File: config.mk
export PLATFORM = sky130hd
export DESIGN_NAME = scan_read_streamer_flat
export DESIGN_NICKNAME = d
export VERILOG_FILES = /design/src/rtl/scan_read_streamer_if.sv /design/src/rtl/scan_read_streamer.sv /design/src/flat_wrapper.sv
export SDC_FILE = /design/constraint.sdc
export NUM_CORES = 1
export LEC_CHECK = 0
export BUFFER_PORTS_ARGS = -buffer_cell sky130_fd_sc_hd__buf_2
export CAP_MARGIN = 10
export CORE_MARGIN = 4
export CORE_UTILIZATION = 50
export DETAILED_ROUTE_END_ITERATION = 10
export GPL_TIMING_DRIVEN = 0
export MAX_ROUTING_LAYER = met4
export PLACE_DENSITY = 0.81
export SYNTH_ARGS = -nofsm -noshare
export SYNTH_HDL_FRONTEND = slang
export SYNTH_SLANG_ARGS = --single-unit
File: constraint.sdc
create_clock -name clk -period 7.9 [get_ports clk]
set_clock_uncertainty 0.15 [all_clocks]
set_input_delay 0.79 -clock clk [delete_from_list [all_inputs] [get_ports clk]]
set_output_delay 0.79 -clock clk [all_outputs]
set_load 0.02 [all_outputs]
File: src/rtl/scan_read_streamer_if.sv
// Signal bundle between the scan read streamer and its neighbours:
// transfer control, scan generator, SRAM read port and output stream.
interface scan_read_streamer_if #(
  parameter int unsigned ADDR_W = 16,
  parameter int unsigned DATA_W = 16
);
  logic              start;
  logic [15:0]       num_words;
  logic              busy;
  logic              done;
  logic              step;
  logic [ADDR_W-1:0] addr_in;
  logic              mem_ren;
  logic [ADDR_W-1:0] mem_raddr;
  logic [DATA_W-1:0] mem_rdata;
  logic              out_valid;
  logic              out_ready;
  logic [DATA_W-1:0] out_data;
  logic              out_last;

  // Streamer side
  modport master (
    input  start, num_words, addr_in, mem_rdata, out_ready,
    output busy, done, step, mem_ren, mem_raddr, out_valid, out_data, out_last
  );

  // Environment side (control, generator, SRAM, downstream sink)
  modport slave (
    output start, num_words, addr_in, mem_rdata, out_ready,
    input  busy, done, step, mem_ren, mem_raddr, out_valid, out_data, out_last
  );
endinterface

File: src/rtl/scan_read_streamer.sv
// Reads num_words SRAM words at the addresses supplied by the scan generator and
// streams them out in order; a credit-limited FWFT FIFO absorbs backpressure.
module scan_read_streamer #(
  parameter int unsigned ADDR_W     = 16,
  parameter int unsigned DATA_W     = 16,
  parameter int unsigned RD_LAT     = 1,
  parameter int unsigned FIFO_DEPTH = 4
) (
  input  logic                        clk,
  input  logic                        rst_n,
  scan_read_streamer_if.master        strm_io
);

  localparam int unsigned CNT_W = 16;
  localparam int unsigned PTR_W = $clog2(FIFO_DEPTH);
  localparam int unsigned OCC_W = $clog2(FIFO_DEPTH + 1);
  localparam int unsigned CRD_W = CNT_W + 1;

  if (RD_LAT < 1 || RD_LAT > 4) begin : g_chk_lat
    $error("scan_read_streamer: RD_LAT must be in 1..4");
  end
  if (FIFO_DEPTH < RD_LAT + 2) begin : g_chk_depth
    $error("scan_read_streamer: FIFO_DEPTH must be >= RD_LAT+2");
  end

  typedef enum logic [1:0] {
    S_IDLE  = 2'd0,
    S_RUN   = 2'd1,
    S_DRAIN = 2'd2
  } state_e;

  typedef struct packed {
    logic              last;
    logic [DATA_W-1:0] data;
  } fifo_entry_t;

  state_e            state_q, state_d;
  logic [CNT_W-1:0]  num_q, num_d;
  logic [CNT_W-1:0]  issued_q, issued_d;
  logic [CNT_W-1:0]  returned_q, returned_d;
  logic [CNT_W-1:0]  accepted_q, accepted_d;
  logic              busy_q, busy_d;
  logic              done_q, done_d;

  logic [RD_LAT-1:0] vld_q;
  fifo_entry_t       fifo_q [FIFO_DEPTH];
  logic [PTR_W-1:0]  wr_ptr_q, rd_ptr_q;
  logic [OCC_W-1:0]  count_q;

  logic              issue_c, push_c, pop_c, valid_c;
  logic [CRD_W-1:0]  credit_use_c;
  logic [ADDR_W-1:0] raddr_c;
  fifo_entry_t       push_entry_c, head_c;

  function automatic logic [PTR_W-1:0] ptr_inc(input logic [PTR_W-1:0] p);
    return (p == PTR_W'(FIFO_DEPTH - 1)) ? '0 : p + PTR_W'(1);
  endfunction

  // Credits count reads in flight plus words parked in the FIFO, from registered state only
  assign credit_use_c = CRD_W'(issued_q - returned_q) + CRD_W'(count_q);
  assign issue_c      = (state_q == S_RUN) && (issued_q < num_q) &&
                        (credit_use_c < CRD_W'(FIFO_DEPTH));
  assign push_c       = vld_q[RD_LAT-1];
  assign valid_c      = (count_q != '0);
  assign pop_c        = valid_c && strm_io.out_ready;
  assign raddr_c      = issue_c ? strm_io.addr_in : '0;

  assign push_entry_c.last = (returned_q == num_q - CNT_W'(1));
  assign push_entry_c.data = strm_io.mem_rdata;
  assign head_c            = fifo_q[rd_ptr_q];

  assign strm_io.mem_ren   = issue_c;
  assign strm_io.step      = issue_c;
  assign strm_io.mem_raddr = raddr_c;
  assign strm_io.busy      = busy_q;
  assign strm_io.done      = done_q;
  assign strm_io.out_valid = valid_c;
  assign strm_io.out_data  = valid_c ? head_c.data : '0;
  assign strm_io.out_last  = valid_c && head_c.last;

  // Next-state and counter logic
  always_comb begin
    state_d    = state_q;
    num_d      = num_q;
    issued_d   = issued_q;
    returned_d = returned_q;
    accepted_d = accepted_q;
    busy_d     = busy_q;
    done_d     = 1'b0;

    if (issue_c) issued_d   = issued_q + CNT_W'(1);
    if (push_c)  returned_d = returned_q + CNT_W'(1);
    if (pop_c)   accepted_d = accepted_q + CNT_W'(1);

    unique case (state_q)
      S_IDLE: begin
        // done_q high means this is the done cycle, where start is still ignored
        if (strm_io.start && !done_q) begin
          num_d      = strm_io.num_words;
          issued_d   = '0;
          returned_d = '0;
          accepted_d = '0;
          if (strm_io.num_words == '0) begin
            // Empty transfer drains instantly: done next cycle, busy never rises
            done_d = 1'b1;
          end else begin
            state_d = S_RUN;
            busy_d  = 1'b1;
          end
        end
      end
      S_RUN: begin
        if (issue_c && (issued_d == num_q)) state_d = S_DRAIN;
      end
      S_DRAIN: begin
        if (accepted_d == num_q) begin
          done_d  = 1'b1;
          busy_d  = 1'b0;
          state_d = S_IDLE;
        end
      end
      default: state_d = S_IDLE;
    endcase
  end

  // Control state register
  always_ff @(posedge clk or negedge rst_n) begin
    if (!rst_n) begin
      state_q    <= S_IDLE;
      num_q      <= '0;
      issued_q   <= '0;
      returned_q <= '0;
      accepted_q <= '0;
      busy_q     <= 1'b0;
      done_q     <= 1'b0;
    end else begin
      state_q    <= state_d;
      num_q      <= num_d;
      issued_q   <= issued_d;
      returned_q <= returned_d;
      accepted_q <= accepted_d;
      busy_q     <= busy_d;
      done_q     <= done_d;
    end
  end

  // Read-return tracking and FIFO pointers
  always_ff @(posedge clk or negedge rst_n) begin
    if (!rst_n) begin
      vld_q    <= '0;
      wr_ptr_q <= '0;
      rd_ptr_q <= '0;
      count_q  <= '0;
    end else begin
      vld_q <= RD_LAT'({vld_q, issue_c});
      if (push_c) wr_ptr_q <= ptr_inc(wr_ptr_q);
      if (pop_c)  rd_ptr_q <= ptr_inc(rd_ptr_q);
      unique case ({push_c, pop_c})
        2'b10:   count_q <= count_q + OCC_W'(1);
        2'b01:   count_q <= count_q - OCC_W'(1);
        default: count_q <= count_q;
      endcase
    end
  end

  // FIFO storage; contents are don't-care until the occupancy count covers them
  always_ff @(posedge clk) begin
    if (push_c) fifo_q[wr_ptr_q] <= push_entry_c;
  end

endmodule
File: src/flat_wrapper.sv
// flat-port wrapper written by rule: the top's interface ports become plain ports
module scan_read_streamer_flat 
#(
  parameter int unsigned ADDR_W     = 16,
  parameter int unsigned DATA_W     = 16,
  parameter int unsigned RD_LAT     = 1,
  parameter int unsigned FIFO_DEPTH = 4
)
  (clk, rst_n, strm_io_start, strm_io_num_words, strm_io_addr_in, strm_io_mem_rdata, strm_io_out_ready, strm_io_busy, strm_io_done, strm_io_step, strm_io_mem_ren, strm_io_mem_raddr, strm_io_out_valid, strm_io_out_data, strm_io_out_last);
  scan_read_streamer_if #(.ADDR_W(ADDR_W), .DATA_W(DATA_W)) strm_io_i ();
  input  logic clk;
  input  logic rst_n;
  input wire logic [$bits(strm_io_i.start)-1:0] strm_io_start;
  input wire logic [$bits(strm_io_i.num_words)-1:0] strm_io_num_words;
  input wire logic [$bits(strm_io_i.addr_in)-1:0] strm_io_addr_in;
  input wire logic [$bits(strm_io_i.mem_rdata)-1:0] strm_io_mem_rdata;
  input wire logic [$bits(strm_io_i.out_ready)-1:0] strm_io_out_ready;
  output wire logic [$bits(strm_io_i.busy)-1:0] strm_io_busy;
  output wire logic [$bits(strm_io_i.done)-1:0] strm_io_done;
  output wire logic [$bits(strm_io_i.step)-1:0] strm_io_step;
  output wire logic [$bits(strm_io_i.mem_ren)-1:0] strm_io_mem_ren;
  output wire logic [$bits(strm_io_i.mem_raddr)-1:0] strm_io_mem_raddr;
  output wire logic [$bits(strm_io_i.out_valid)-1:0] strm_io_out_valid;
  output wire logic [$bits(strm_io_i.out_data)-1:0] strm_io_out_data;
  output wire logic [$bits(strm_io_i.out_last)-1:0] strm_io_out_last;
  assign strm_io_i.start = strm_io_start;
  assign strm_io_i.num_words = strm_io_num_words;
  assign strm_io_i.addr_in = strm_io_addr_in;
  assign strm_io_i.mem_rdata = strm_io_mem_rdata;
  assign strm_io_i.out_ready = strm_io_out_ready;
  assign strm_io_busy = strm_io_i.busy;
  assign strm_io_done = strm_io_i.done;
  assign strm_io_step = strm_io_i.step;
  assign strm_io_mem_ren = strm_io_i.mem_ren;
  assign strm_io_mem_raddr = strm_io_i.mem_raddr;
  assign strm_io_out_valid = strm_io_i.out_valid;
  assign strm_io_out_data = strm_io_i.out_data;
  assign strm_io_out_last = strm_io_i.out_last;
  scan_read_streamer #(.ADDR_W(ADDR_W), .DATA_W(DATA_W), .RD_LAT(RD_LAT), .FIFO_DEPTH(FIFO_DEPTH)) u_core (.clk(clk), .rst_n(rst_n), .strm_io(strm_io_i));
endmodule
==> impl_metrics.ini <==
[clock_tree]
cts_made_buffers = 17
cts_resized = 0
path_clk_slew_ns = 0.06
clkLatencyLatePin_ns = 0.42
htree_levels = 4
cts_root_buf = clkbuf_16
tritoncts = yes
clock_path_buffers = 2
cts_hold_buf = 0
cts.sinks = 144
cts_setup_buffers = 0

[worst_setup_path]
end_kind = output port
critPathSlowestCell = nor4_4
crit_path_max_fanout = 10
critPathTopFamily = simple AND/OR/NAND/NOR gates
crit_required_ns = 6.96
crit_chain = clkbuf_1 -> inv_1 -> fa_1 -> inv_1 -> ha_1 -> nand4b_1 -> a21oi_1 -> o21ai_0 -> a22oi_1 -> o2111ai_1 -> nor4_4 -> clkbuf_1 -> and2_1 -> buf_2
path_buf_inv = 5
arrival_ns = 4.75
rrSetupSlack_ns = 2.81
critical_path_class = flip-flop to output port
slowest_delay_ns = 0.72
r2r_cells = 16
rr_endpoint = u_core.state_q[0]
start_kind = flip-flop
reg2reg_from = u_core.issued_q[2]

[route]
vias = 7077
routed_wl_mm = 21.9
ant_nets = 0
wl_per_cell_um = 17.8
first_iter_violations = 681
drc = 0
drt-pass1-iter-count = 5
via_per_inst = 5.76

[global_routing]
grt_max_degree = 50
grt_pass1_vias = 6931
antenna_found_initial = 0
grt_pass1_wl_mm = 35.2
grt.overflow.total = 0
grt_usage_pct = 22.7

[synth]
syn_nets = 990
ys.flop_type = dfrtp_1
synth.area.top_cells = edfxtp_1, dfrtp_1, ha_1
ys_top_cells_by_count = nor2_1, dfrtp_1, nand2_1
ys_warn_count = 0
netlist_instances = 881
async_flop_share_pct = 52.8
synth.ff_latch_count = 144
synth.most_common_cell = nor2_1
synth_edf_count = 68
yosysTopAreaCell = edfxtp_1
synth.distinct_cells = 69
ys_seq_area_share_pct = 44.2
synth_top_area_share_pct = 22.9
synth_area_um2 = 8930
postSynthAreaPerCell_um2 = 10.1

[min_path]
min_path_type = input pin to async pin

[floorplanning]
io-pin-count = 90
die_w_um = 142
die_h_um = 142
start_util_pct = 51.3
core_area_um2 = 17400
fp-row-count = 48
dieArea_um2 = 20100

[sta]
setup_viol_count_final = 0
clock.fmax_ghz = 0.176
tightest_slew_ns = 1.01
holdWs_ns = 0.143
hold_violations = 0
final_max_slew_viol_count = 0
period_needed_ns = 5.69
post-route-period-util_pct = 72.0
slew_headroom_pct = 31.9
finalSetupTns_ns = 0
rsz0062_at_grt = no

[placement]
io_buffers = 89
gp_congestion = 0.966
hpwl_mm = 16.3

[pwr]
power.density_nw_per_um2 = 269
ir_worst_vdd_uv = 223
leakage_nw = 4.35

[run]
cap_viol_max_count = 0

[run_status]
status = completed

[final_layout]
drive_gt1_share_pct = 15.8
final_util_pct = 58.8
diodes = 0
nets = 1099
nFillCells = 1435
area_growth_pct = 14.7
## where the power goes
part / internal [W] / total [W] / switching [W] / leakage, nW
Combinational: 0.000448 / 0.00108 / 0.000636 / 2.47
Sequential: 0.000848 / 0.000911 / 0.0000626 / 1.62
Clock: 0.000463 / 0.000767 / 0.000304 / 0.265
## logic make-up (layout without fill, tap and decap cells)
group	count (synthesis)	after routing	synth area share, %
AO/OA/AOI/OAI	146	146	10.6
XOR/XNOR	98	98	9.61
flip-flops	144	144	44.2
multiplexers	21	21	4.76
adder cells (fa/ha/maj)	57	57	8.24
buffers and inverters	98	220	4.33
AND/OR/NAND/NOR	317	317	18.3
## worst reg2reg max path, stage by stage, from the launching register on
cell       delay, ns
dfrtp_1         0.36
clkbuf_1        0.26
inv_1           0.17
fa_1            0.51
inv_1           0.05
ha_1            0.34
nand4b_1        0.18
a21oi_1         0.33
o21ai_0         0.19
a222oi_1        0.33
o211ai_1        0.24
nor4_4          0.62
nand4_1         0.19
xor2_1          0.26
o2111ai_1       0.23
o41ai_1         0.42
a21oi_1         0.13
## worst max-delay path by stage
stage	start	to	slack, ns	cells past startpoint
final	u_core.issued_q[2]	strm_io_mem_raddr[1]	2.21	14
after global routing	u_core.issued_q[2]	strm_io_mem_raddr[0]	1.96	14
after CTS	u_core.issued_q[2]	strm_io_mem_raddr[1]	2.23	14
after detailed placement	u_core.issued_q[2]	strm_io_mem_raddr[1]	2.71	14
after global placement	u_core.issued_q[2]	strm_io_mem_raddr[1]	2.81	14
after floorplan	u_core.issued_q[2]	strm_io_mem_raddr[10]	3.43	13
## registers in the layout, indices dropped and copies added, names as in the netlist
name and cells:
u_core.fifo_q 68, u_core.accepted_q 16, u_core.issued_q 16, u_core.num_q 16, u_core.returned_q 16, u_core.count_q 3
u_core.rd_ptr_q 2, u_core.state_q 2, u_core.wr_ptr_q 2, u_core.push_c 1, u_core.strm_io.busy 1, u_core.strm_io.done 1
## cell type report
type,count,area (um^2),area share (%)
Timing Repair Buffer,90,475,4.64
Buffer,43,180,1.76
Clock buffer,21,440,4.30
Sequential cell,144,3940,38.5
Multi-Input combinational cell,639,4600,44.9
Inverter,55,206,2.01
Tap cell,225,282,2.75
Clock inverter,11,119,1.16
## layer usage
| layer | GRT usage, % | vias up | wire length (um) |
|---|---|---|---|
| li1 | - | 3368 | - |
| met1 | 30.1 | 3372 | 9320 |
| met2 | 35.7 | 287 | 10500 |
| met3 | 4.52 | 50 | 1440 |
| met4 | 7.02 | 0 | 582 |
| met5 | - | - | 0 |
## through the flow
step	instance area [um^2]	cells	setup WS [ns]	total power, W
6_report	10200	1228	2.21	0.00276
5_1_grt	10200	1228	1.96	0.00293
4_1_cts	10200	1228	2.23	0.00277
3_5_place_dp	9690	1196	2.71	0.00199
3_3_place_gp	9660	1195	2.81	0.00195
2_1_floorplan	8930	881	3.43	0.00171
## cells in the final DEF, fill, tap and decap left out, drive strengths merged, types with 3 or more instances in the layout
master	instances
nor3b	3
dfrtp	76
or3	4
fa	3
o21a	7
a211oi	8
and2	42
nand2b	5
xor2	35
edfxtp	68
and3	18
o221ai	3
and4	4
nand4	22
o211ai	10
nor2	77
clkinvlp	3
clkbuf	56
clkinv	5
buf	98
inv	56
a31oi	3
a21o	6
nand2	72
xnor2	63
nand3	30
a41oi	5
a21oi	41
o2111ai	5
mux4	17
o21ai	36
nor4	16
ha	54
nor3	14
Power figures use the tool's default switching activity.
